**src/rtl/stack_queue_buf_pkg.sv**
```systemverilog
// Shared constants and width helpers for the stack/queue buffer.
// Imported by the top and used to size its count and pointer ports.
package stack_queue_buf_pkg;

   localparam logic MODE_FIFO = 1'b0;
   localparam logic MODE_LIFO = 1'b1;

   // Occupancy needs to represent 0..DEPTH inclusive.
   function automatic int count_width(input int depth);
      return $clog2(depth + 1);
   endfunction

   function automatic int ptr_width(input int depth);
      return (depth > 2) ? $clog2(depth) : 1;
   endfunction

endpackage

```
**src/rtl/buf_mem.sv**
```systemverilog
// DEPTH x WIDTH storage: one synchronous write port and one registered read port.
// Only the read register is reset; the array itself is left uninitialised.
module buf_mem #(
   parameter int WIDTH = 8,
   parameter int DEPTH = 8,
   parameter int AW    = 3
) (
   input  logic             clk,
   input  logic             rst,
   input  logic             we_i,
   input  logic [AW-1:0]    waddr_i,
   input  logic [WIDTH-1:0] wdata_i,
   input  logic             re_i,
   input  logic [AW-1:0]    raddr_i,
   output logic [WIDTH-1:0] rdata_o
);

   logic [WIDTH-1:0] mem_q [DEPTH];
   logic [WIDTH-1:0] rdata_q;

   // NOTE: the array has no reset so it can map onto RAM; stale contents are never read because occupancy gates every read.
   always_ff @(posedge clk) begin
      if (we_i) mem_q[waddr_i] <= wdata_i;
   end

   // NOTE: non-blocking assignments make a read on the same edge as a write to that slot return the old word.
   always_ff @(posedge clk or posedge rst) begin
      if (rst)       rdata_q <= '0;
      else if (re_i) rdata_q <= mem_q[raddr_i];
   end

   assign rdata_o = rdata_q;

endmodule

```
**src/rtl/stack_queue_buf.sv**
```systemverilog
// Run-time selectable LIFO/FIFO buffer with registered read port, occupancy flags
// and sticky overflow/underflow errors.
module stack_queue_buf
   import stack_queue_buf_pkg::*;
#(
   parameter int WIDTH    = 8,
   parameter int DEPTH    = 8,
   parameter int AF_LEVEL = DEPTH - 1
) (
   input  logic                          clk,
   input  logic                          rst,
   input  logic                          mode,
   input  logic                          push,
   input  logic                          pop,
   input  logic [WIDTH-1:0]              data_in,
   input  logic                          err_clr,
   output logic [WIDTH-1:0]              data_out,
   output logic                          out_valid,
   output logic [count_width(DEPTH)-1:0] count,
   output logic                          empty,
   output logic                          full,
   output logic                          almost_full,
   output logic                          active_mode,
   output logic                          overflow,
   output logic                          underflow
);

   localparam int CW = count_width(DEPTH);
   localparam int AW = ptr_width(DEPTH);

   logic [CW-1:0] count_q, count_d;
   logic [AW-1:0] wr_ptr_q, wr_ptr_d, rd_ptr_q, rd_ptr_d;
   logic          empty_q, empty_d, full_q, full_d, af_q, af_d;
   logic          mode_q, mode_d, ovf_q, ovf_d, udf_q, udf_d, valid_q;
   logic          pop_ok, push_ok;
   logic [AW-1:0] waddr, raddr, top_idx;

   // Compare-to-last wrap keeps non-power-of-2 depths correct.
   function automatic logic [AW-1:0] next_ptr(input logic [AW-1:0] p);
      return (p == AW'(DEPTH - 1)) ? '0 : p + AW'(1);
   endfunction

   // NOTE: every signal driven here gets a default first, so no path leaves it unassigned and no latch is inferred.
   always_comb begin
      pop_ok   = pop & ~empty_q;
      push_ok  = push & (~full_q | pop_ok);
      top_idx  = AW'(count_q - CW'(1));
      waddr    = wr_ptr_q;
      raddr    = rd_ptr_q;
      wr_ptr_d = wr_ptr_q;
      rd_ptr_d = rd_ptr_q;
      count_d  = count_q;

      if (mode_q == MODE_LIFO) begin
         raddr = top_idx;
         waddr = pop_ok ? top_idx : AW'(count_q);
      end else begin
         if (push_ok) wr_ptr_d = next_ptr(wr_ptr_q);
         if (pop_ok)  rd_ptr_d = next_ptr(rd_ptr_q);
      end

      if (push_ok && !pop_ok)      count_d = count_q + CW'(1);
      else if (pop_ok && !push_ok) count_d = count_q - CW'(1);

      empty_d = (count_d == '0);
      full_d  = (count_d == CW'(DEPTH));
      af_d    = (count_d >= CW'(AF_LEVEL));

      // Mode only switches while nothing is stored, so data is never reordered.
      mode_d = (empty_q && !push_ok) ? mode : mode_q;
      ovf_d  = (ovf_q & ~err_clr) | (push & ~push_ok);
      udf_d  = (udf_q & ~err_clr) | (pop & ~pop_ok);
   end

   always_ff @(posedge clk or posedge rst) begin
      if (rst) begin
         count_q  <= '0;
         wr_ptr_q <= '0;
         rd_ptr_q <= '0;
         empty_q  <= 1'b1;
         full_q   <= 1'b0;
         af_q     <= 1'b0;
         mode_q   <= MODE_FIFO;
         ovf_q    <= 1'b0;
         udf_q    <= 1'b0;
         valid_q  <= 1'b0;
      end else begin
         count_q  <= count_d;
         wr_ptr_q <= wr_ptr_d;
         rd_ptr_q <= rd_ptr_d;
         empty_q  <= empty_d;
         full_q   <= full_d;
         af_q     <= af_d;
         mode_q   <= mode_d;
         ovf_q    <= ovf_d;
         udf_q    <= udf_d;
         valid_q  <= pop_ok;
      end
   end

   buf_mem #(
      .WIDTH (WIDTH),
      .DEPTH (DEPTH),
      .AW    (AW)
   ) u_mem (
      .clk     (clk),
      .rst     (rst),
      .we_i    (push_ok),
      .waddr_i (waddr),
      .wdata_i (data_in),
      .re_i    (pop_ok),
      .raddr_i (raddr),
      .rdata_o (data_out)
   );

   assign out_valid   = valid_q;
   assign count       = count_q;
   assign empty       = empty_q;
   assign full        = full_q;
   assign almost_full = af_q;
   assign active_mode = mode_q;
   assign overflow    = ovf_q;
   assign underflow   = udf_q;

endmodule

```
**config.mk**
```make
export PLATFORM = sky130hd
export DESIGN_NAME = stack_queue_buf
export DESIGN_NICKNAME = d
export VERILOG_FILES = /design/src/rtl/stack_queue_buf_pkg.sv /design/src/rtl/buf_mem.sv /design/src/rtl/stack_queue_buf.sv
export SDC_FILE = /design/constraint.sdc
export NUM_CORES = 1
export LEC_CHECK = 0
export CORE_MARGIN = 4
export CORE_UTILIZATION = 45
export CTS_CLUSTER_DIAMETER = 120
export DETAILED_ROUTE_END_ITERATION = 12
export PLACE_DENSITY_LB_ADDON = 0.3
export SETUP_SLACK_MARGIN = 0.2
export SYNTH_ARGS = -nofsm -noshare
export SYNTH_HDL_FRONTEND = slang
export SYNTH_HIERARCHICAL = 1
export SYNTH_SLANG_ARGS = --single-unit
export TNS_END_PERCENT = 30
```
**constraint.sdc**
```tcl
create_clock -name clk -period 2.6 [get_ports clk]
set_input_delay 0.39 -clock clk [delete_from_list [all_inputs] [get_ports clk]]
set_output_delay 0.39 -clock clk [all_outputs]
set_load 0.05 [all_outputs]
```
# After elaboration in Yosys (flattened, before gate mapping)
# Memory sizes are Yosys's and may differ from the RTL's. A register that Yosys moved wholly into a read port is not among the register bits.
# Cells that the tools add are included.
# classes
n_mux	9
order_cmp	1
eq_ne	3
addsub	4
bitwise	15
reduce_logical	8
# ops
cell	n
2-to-1 mux 3 bit	5
2-to-1 mux 4 bit	2
adder 3 x 1 -> 3 bit, second input constant	2
AND 1 bit	6
== test 3 bit, second input constant	2
NOT 1 bit	6
adder 4 x 1 -> 4 bit, second input constant	1
== test 4 bit, second input constant	1
>= comparator 4 x 3 -> 1 bit, second input constant	1
zero test 4 bit	1
AND reduction 2 bit	2
subtractor 4 x 1 -> 4 bit, second input constant	1
logical AND 1 bit	3
OR 1 bit	3
zero test 1 bit	2
2-to-1 mux 1 bit	2
# totals
output_inout_bits	19
word_cells	51
ram_bits	64
regBits	17
mem_count	1
# mem_list
memory	words	width	rd	rd_ports_with_merged_regs	write_ports	line_no	rtl
u_mem.mem_q	8	8	1	1	1	buf_mem.sv:18	logic [WIDTH-1:0] mem_q [DEPTH];

# Longest topological paths before layout
# depth
word_depth	9
ltp_mapped	10
ltp_nobuf	7

# Modules after synthesis
# Netlist, hierarchy kept.
# by_module_without_submodules
module	instances	cells_each	area_per_inst_um2
buf_mem	1	170	2865.2
stack_queue_buf	1	107	1056.0

# Least setup slack after synthesis
# Ideal clock, no wire load.
# synth_path
path_type	register to register
from	register count_q[0] (netlist: count[0])
to	memory u_mem.mem_q[4][0], enable pin
t_arrival_ns	2.517
t_required_ns	2.217
path_stages_with_launch	7
path_slack_ns	-0.300
setup_time_ns	0.383
path_cell_list	dfrtp_1 -> clkbuf_1 -> inv_1 -> ha_1 -> o21bai_1 -> mux2_2 -> nor3_1
# synth_via
elab_chain_len	3
# synth_rtl
element	line_no	rtl
start, declared	stack_queue_buf.sv:31	logic [CW-1:0] count_q, count_d;
start signal, assigned	stack_queue_buf.sv:88	count_q <= count_d;
subtractor 4 x 1 -> 4 bit	-	
2-to-1 mux 3 bit	stack_queue_buf.sv:56	waddr = pop_ok ? top_idx : AW'(count_q);
2-to-1 mux 3 bit	stack_queue_buf.sv:54	if (mode_q == MODE_LIFO) begin
via waddr[1]	stack_queue_buf.sv:36	logic [AW-1:0] waddr, raddr, top_idx;
end, declared	buf_mem.sv:18	
# The timed path passes the listed nets, and every way through them passes these cells.

# Final worst setup path
# layout_path
from	register empty_q (netlist: empty)
to	memory u_mem.mem_q[1][5], enable pin
# layout_lines
element	line_no	rtl
start, declared	stack_queue_buf.sv:33	logic empty_q, empty_d, full_q, full_d, af_q, af_d;
start signal, assigned	stack_queue_buf.sv:91	empty_q <= empty_d;
NOT 1 bit	stack_queue_buf.sv:45	pop_ok = pop & ~empty_q;
AND 1 bit	stack_queue_buf.sv:45	
via pop_ok	stack_queue_buf.sv:35	logic pop_ok, push_ok;
2-to-1 mux 3 bit	stack_queue_buf.sv:56	
2-to-1 mux 3 bit	stack_queue_buf.sv:54	
via waddr[2]	stack_queue_buf.sv:36	
# The timed path passes the listed nets, and every way through them passes these cells.

==> impl_summary.txt <==
----------------------------------------------------
[Clocking]
  TritonCTS clock tree ... done
  # H-tree levels ... 3
  Root Driver ... sky130_fd_sc_hd__clkbuf_8
  Clock-pin slew of the registers on the worst-case setup and hold paths ... 0.10 ns
  Clock Path Buffers ... 2
  Sinks on Clock Net ... 89
  Clock latency reported for the late side of the worst-skew pair ... 0.36 ns
  CTS buffer count ... 9

[Critical path]
  Critical path launch point type ... flip-flop
  Element type at the critical path end ... flip-flop
  Worst-path cell with the longest stage delay ... sky130_fd_sc_hd__dfstp_2
  Worst Setup Path Type ... flip-flop to flip-flop
  Peak fanout along the critical path ... 8
  Depth of the worst register-to-register path ... 8
  Worst R2R End ... u_mem/mem_q[1][5]
  Crit-path max cell delay ... 0.59 ns
  Dominant cell type by count on the critical path ... sky130_fd_sc_hd__nand2b_1
  Buffers plus inverters on the worst setup path ... 2
  Cells traversed along the worst timing path ... nand2b_1 > inv_4 > nand2_1 > xor2_1 > a21oi_1 > nand2b_1 > buf_4 > nor2_2
  Setup slack of the worst register-to-register path ... 0.31 ns
  Worst Path Required ... 2.60 ns
  Launch point of the worst reg-to-reg path ... empty
  Arrival @ worst endpoint ... 2.29 ns
  Delay-heaviest family, CP ... simple AND/OR/NAND/NOR gates

[Pwr]
  Clock power share ... 14.2%
  Switching power ... 2.57 mW
  Total power density per cell area ... 1310 nW/um2
  P_leak ... 1.78 nW
  Register share of total power ... 34.8%
  Internal Power ... 3.58 mW
  Proportion of total power due to net switching ... 41.8%
  Highest ir drop seen on vdd ... 445 uV
  Part of the total power dissipated in combinational logic ... 51.0%

[Placed design]
  Total placed cells including tap cells ... 426
  Weighted congestion reported at the end of routability-driven placement ... 0.891
  Port-buffer cells ... 32
  Pre-CTS worst setup slack ... 0.00327 ns
  Sum of net half-perimeters after detailed placement ... 5490 um

[Global routing]
  Antenna violations before repair ... 0
  Number of global-route vias before repair ... 2423
  Maximum number of pins on one net before global-route repair ... 20
  Aggregate global-route resource usage ... 16.4%
  Global-route wire length before repair ... 12600 um
  Remaining global-route overflow ... 0

[Floorplanning]
  Number of ports placed on the die boundary ... 33
  Die X-Extent ... 101 um
  Vertical die dimension ... 101 um
  Area of the die ... 10300 um2
  Placeable Area ... 8340 um2
  Standard-cell rows ... 33
  Starting utilization of the core area ... 47.0%

[Synthesis]
  Synth Area in Compound Gates ... 9.35%
  Post-Syn Instances ... 277
  Count of flip-flops with a built-in enable after synthesis ... 64
  Share of flip-flops with an asynchronous set or reset ... 28.1%
  Dominant combinational cell family by area after synthesis ... simple AND/OR/NAND/NOR gates
  Flip-flop and latch count after synthesis ... 89
  Yosys warning count ... 6
  Number of library cell types mapped by synthesis ... 54
  Post-synthesis simple-gate area fraction ... 11.0%
  Prevailing post-synth register cell ... sky130_fd_sc_hd__edfxtp_1
  Netlist Area Pre-Place ... 3920 um2
  Share of the yosys chip area belonging to registers ... 65.0%
  Mean cell area of the mapped netlist ... 14.2 um2
  Proportion of synthesized area in mux cells ... 8.14%
  XOR/XNOR Fraction of Synth Area ... 1.12%
  Adder-cell share of the synthesized area ... 1.91%
  Syn nets ... 297

[Timing]
  Setup TNS after final layout ... 0 ns
  Finish-stage setup viols ... 0
  Final period util ... 88.2%
  Min setup slack post-route ... 0.307 ns
  Final worst clock skew ... 0.0128 ns
  Transition time of the tightest slew-check pin ... 0.674 ns
  Min Hold Slack ... 0.334 ns
  F_max ... 0.436 GHz
  Slew Limit Headroom ... 55.0%
  Count of final hold-check violations ... 0
  Final Max Slew Viols ... 0
  Crit path time final ... 2.29 ns
  RSZ-0062 raised after global routing ... yes

[Route]
  Post-detailed-route via-to-cell ratio ... 5.48
  Total via count after detailed routing ... 2420
  Post-detailed-route wirelength per cell ... 17.8 um
  Remaining routing DRC violations ... 0
  Detailed Route WL ... 7850 um
  Number of DRC markers after the initial detailed-route iteration ... 110
  Final ANT Viol Nets ... 0
  Iteration count of the initial detailed-routing pass ... 4

[Min path]
  Hold WC Path Type ... input port to async pin

[Layout]
  Number of antenna diodes ... 0
  Highest-count cells in the layout ignoring fill and taps ... sky130_fd_sc_hd__edfxtp_1, sky130_fd_sc_hd__clkdlybuf4s50_1, sky130_fd_sc_hd__buf_4, sky130_fd_sc_hd__mux2i_1, sky130_fd_sc_hd__dfrtp_1
  Non-Filler Instances ... 442
  Area Overhead vs Synth ... 19.5%
  Proportion of layout cells with a drive suffix above 1 ... 19.9%
  Most common cell after layout, fill and taps aside ... sky130_fd_sc_hd__edfxtp_1
  Post-layout net count ... 352

[Job]
  Max Cap Violations ... 0

[Outcome]
  Result of the run ... finished, final reports clean

----------------------------------------------------
[worst reg2reg max path, cell delays in order (launching register included)]
cell and delay [ns]:
sky130_fd_sc_hd__dfstp_2 0.59, sky130_fd_sc_hd__nand2b_1 0.21, sky130_fd_sc_hd__inv_4 0.06, sky130_fd_sc_hd__nand2_1 0.08, sky130_fd_sc_hd__xor2_1 0.15, sky130_fd_sc_hd__a21oi_1 0.10
sky130_fd_sc_hd__nand2b_1 0.19, sky130_fd_sc_hd__buf_4 0.17, sky130_fd_sc_hd__nor2_2 0.38
[cell usage after synthesis, types with 2 or more instances]
master                      n  area (um2)
sky130_fd_sc_hd__edfxtp_1  64        1920
sky130_fd_sc_hd__dfrtp_1   24         601
sky130_fd_sc_hd__mux2i_1   24         240
sky130_fd_sc_hd__nor2_1    17        63.8
sky130_fd_sc_hd__nor2b_1   17         106
sky130_fd_sc_hd__nand2_1   10        37.5
sky130_fd_sc_hd__nand3_1   10        50.1
sky130_fd_sc_hd__inv_1      9        33.8
sky130_fd_sc_hd__a211o_1    8        70.1
sky130_fd_sc_hd__a22oi_1    8        60.1
sky130_fd_sc_hd__a41o_1     8        80.1
sky130_fd_sc_hd__ha_1       6        75.1
sky130_fd_sc_hd__mux2_2     6        67.6
sky130_fd_sc_hd__o21ai_0    6        30.0
sky130_fd_sc_hd__clkbuf_1   5        18.8
sky130_fd_sc_hd__nand2b_1   5        31.3
sky130_fd_sc_hd__a21oi_1    4        20.0
sky130_fd_sc_hd__buf_2      4        20.0
sky130_fd_sc_hd__xnor2_1    4        35.0
sky130_fd_sc_hd__buf_4      2        15.0
sky130_fd_sc_hd__buf_6      2        22.5
sky130_fd_sc_hd__nor3_1     2        10.0
[area by class of cell]
| type | count | area (um2) |
|---|---|---|
| clock buffer | 10 | 128 |
| clock inverter | 6 | 50.0 |
| fill | 684 | 3650 |
| inverter | 10 | 40.0 |
| multi-input combinational | 163 | 1260 |
| sequential | 89 | 2550 |
| tap | 105 | 131 |
| timing repair buffer | 59 | 523 |
[routing by layer]
layer | part of all wire, % | track usage (%) | routed length (um)
met1 | 46 | 22.9 | 3580
met2 | 49 | 25.9 | 3840
met3 | 5.1 | 3.99 | 401
met4 | 0.37 | 4.29 | 29
met5 | 0 | 0 | 0
[sequential cells by signal (all words and copies together), names as in the netlist]
signal and count:
empty 1, almost_full 1, overflow 1, wr_ptr_q 3
underflow 1, count 4, full 1, u_mem/rdata_o 8
u_mem/mem_q 64, rd_ptr_q 3, active_mode 1, out_valid 1
[worst max-delay path by stage]
| stage | start | end | slack, ns | cells past startpoint |
|---|---|---|---|---|
| 2_1_floorplan | count[0] | u_mem/mem_q[1][0] | 0.18 | 7 |
| 3_3_place_gp | pop | u_mem/mem_q[2][5] | 0.04 | 7 |
| 3_5_place_dp | pop | u_mem/mem_q[2][4] | 0.003 | 8 |
| 4_1_cts | empty | u_mem/mem_q[6][7] | 0.25 | 7 |
| 5_1_grt | empty | u_mem/mem_q[1][0] | 0.13 | 8 |
| 6_report | empty | u_mem/mem_q[1][5] | 0.31 | 8 |
[cells by family (layout without fill, tap and decap cells)]
family | after synthesis | after routing
and+or+nand+nor | 74 | 74
xor gates and xnor gates | 5 | 5
buffers and inverters | 25 | 85
adders and majority gates | 6 | 6
DFF | 89 | 89
muxes | 31 | 31
AOI/OAI and AO/OA | 47 | 47
[stage by stage]
stage	instance area (um2)	util, %	power (mW)
after floorplan	3950	-	4.36
after global placement	4500	54.0	5.27
after detailed placement	4500	54.0	5.31
after CTS	4680	56.2	6.19
after global routing	4690	56.2	6.53
final	4690	56.2	6.15
[power groups by stage]
stage               clock, mW  combinational (mW)  sequential [mW]
floorplan                   0                1.76             2.60
global placement            0                3.10             2.17
detailed placement          0                3.13             2.18
finish                  0.871                3.14             2.14
CTS                     0.897                3.15             2.15
global route            0.966                3.38             2.19
[timing repair]
item,4_1_cts,5_1_grt
hold buffers,0,0
resized for setup,1,1
endpoints found under the setup margin,4,19
buffers inserted,0,0
No activity file was read; power rests on OpenSTA's default activity.
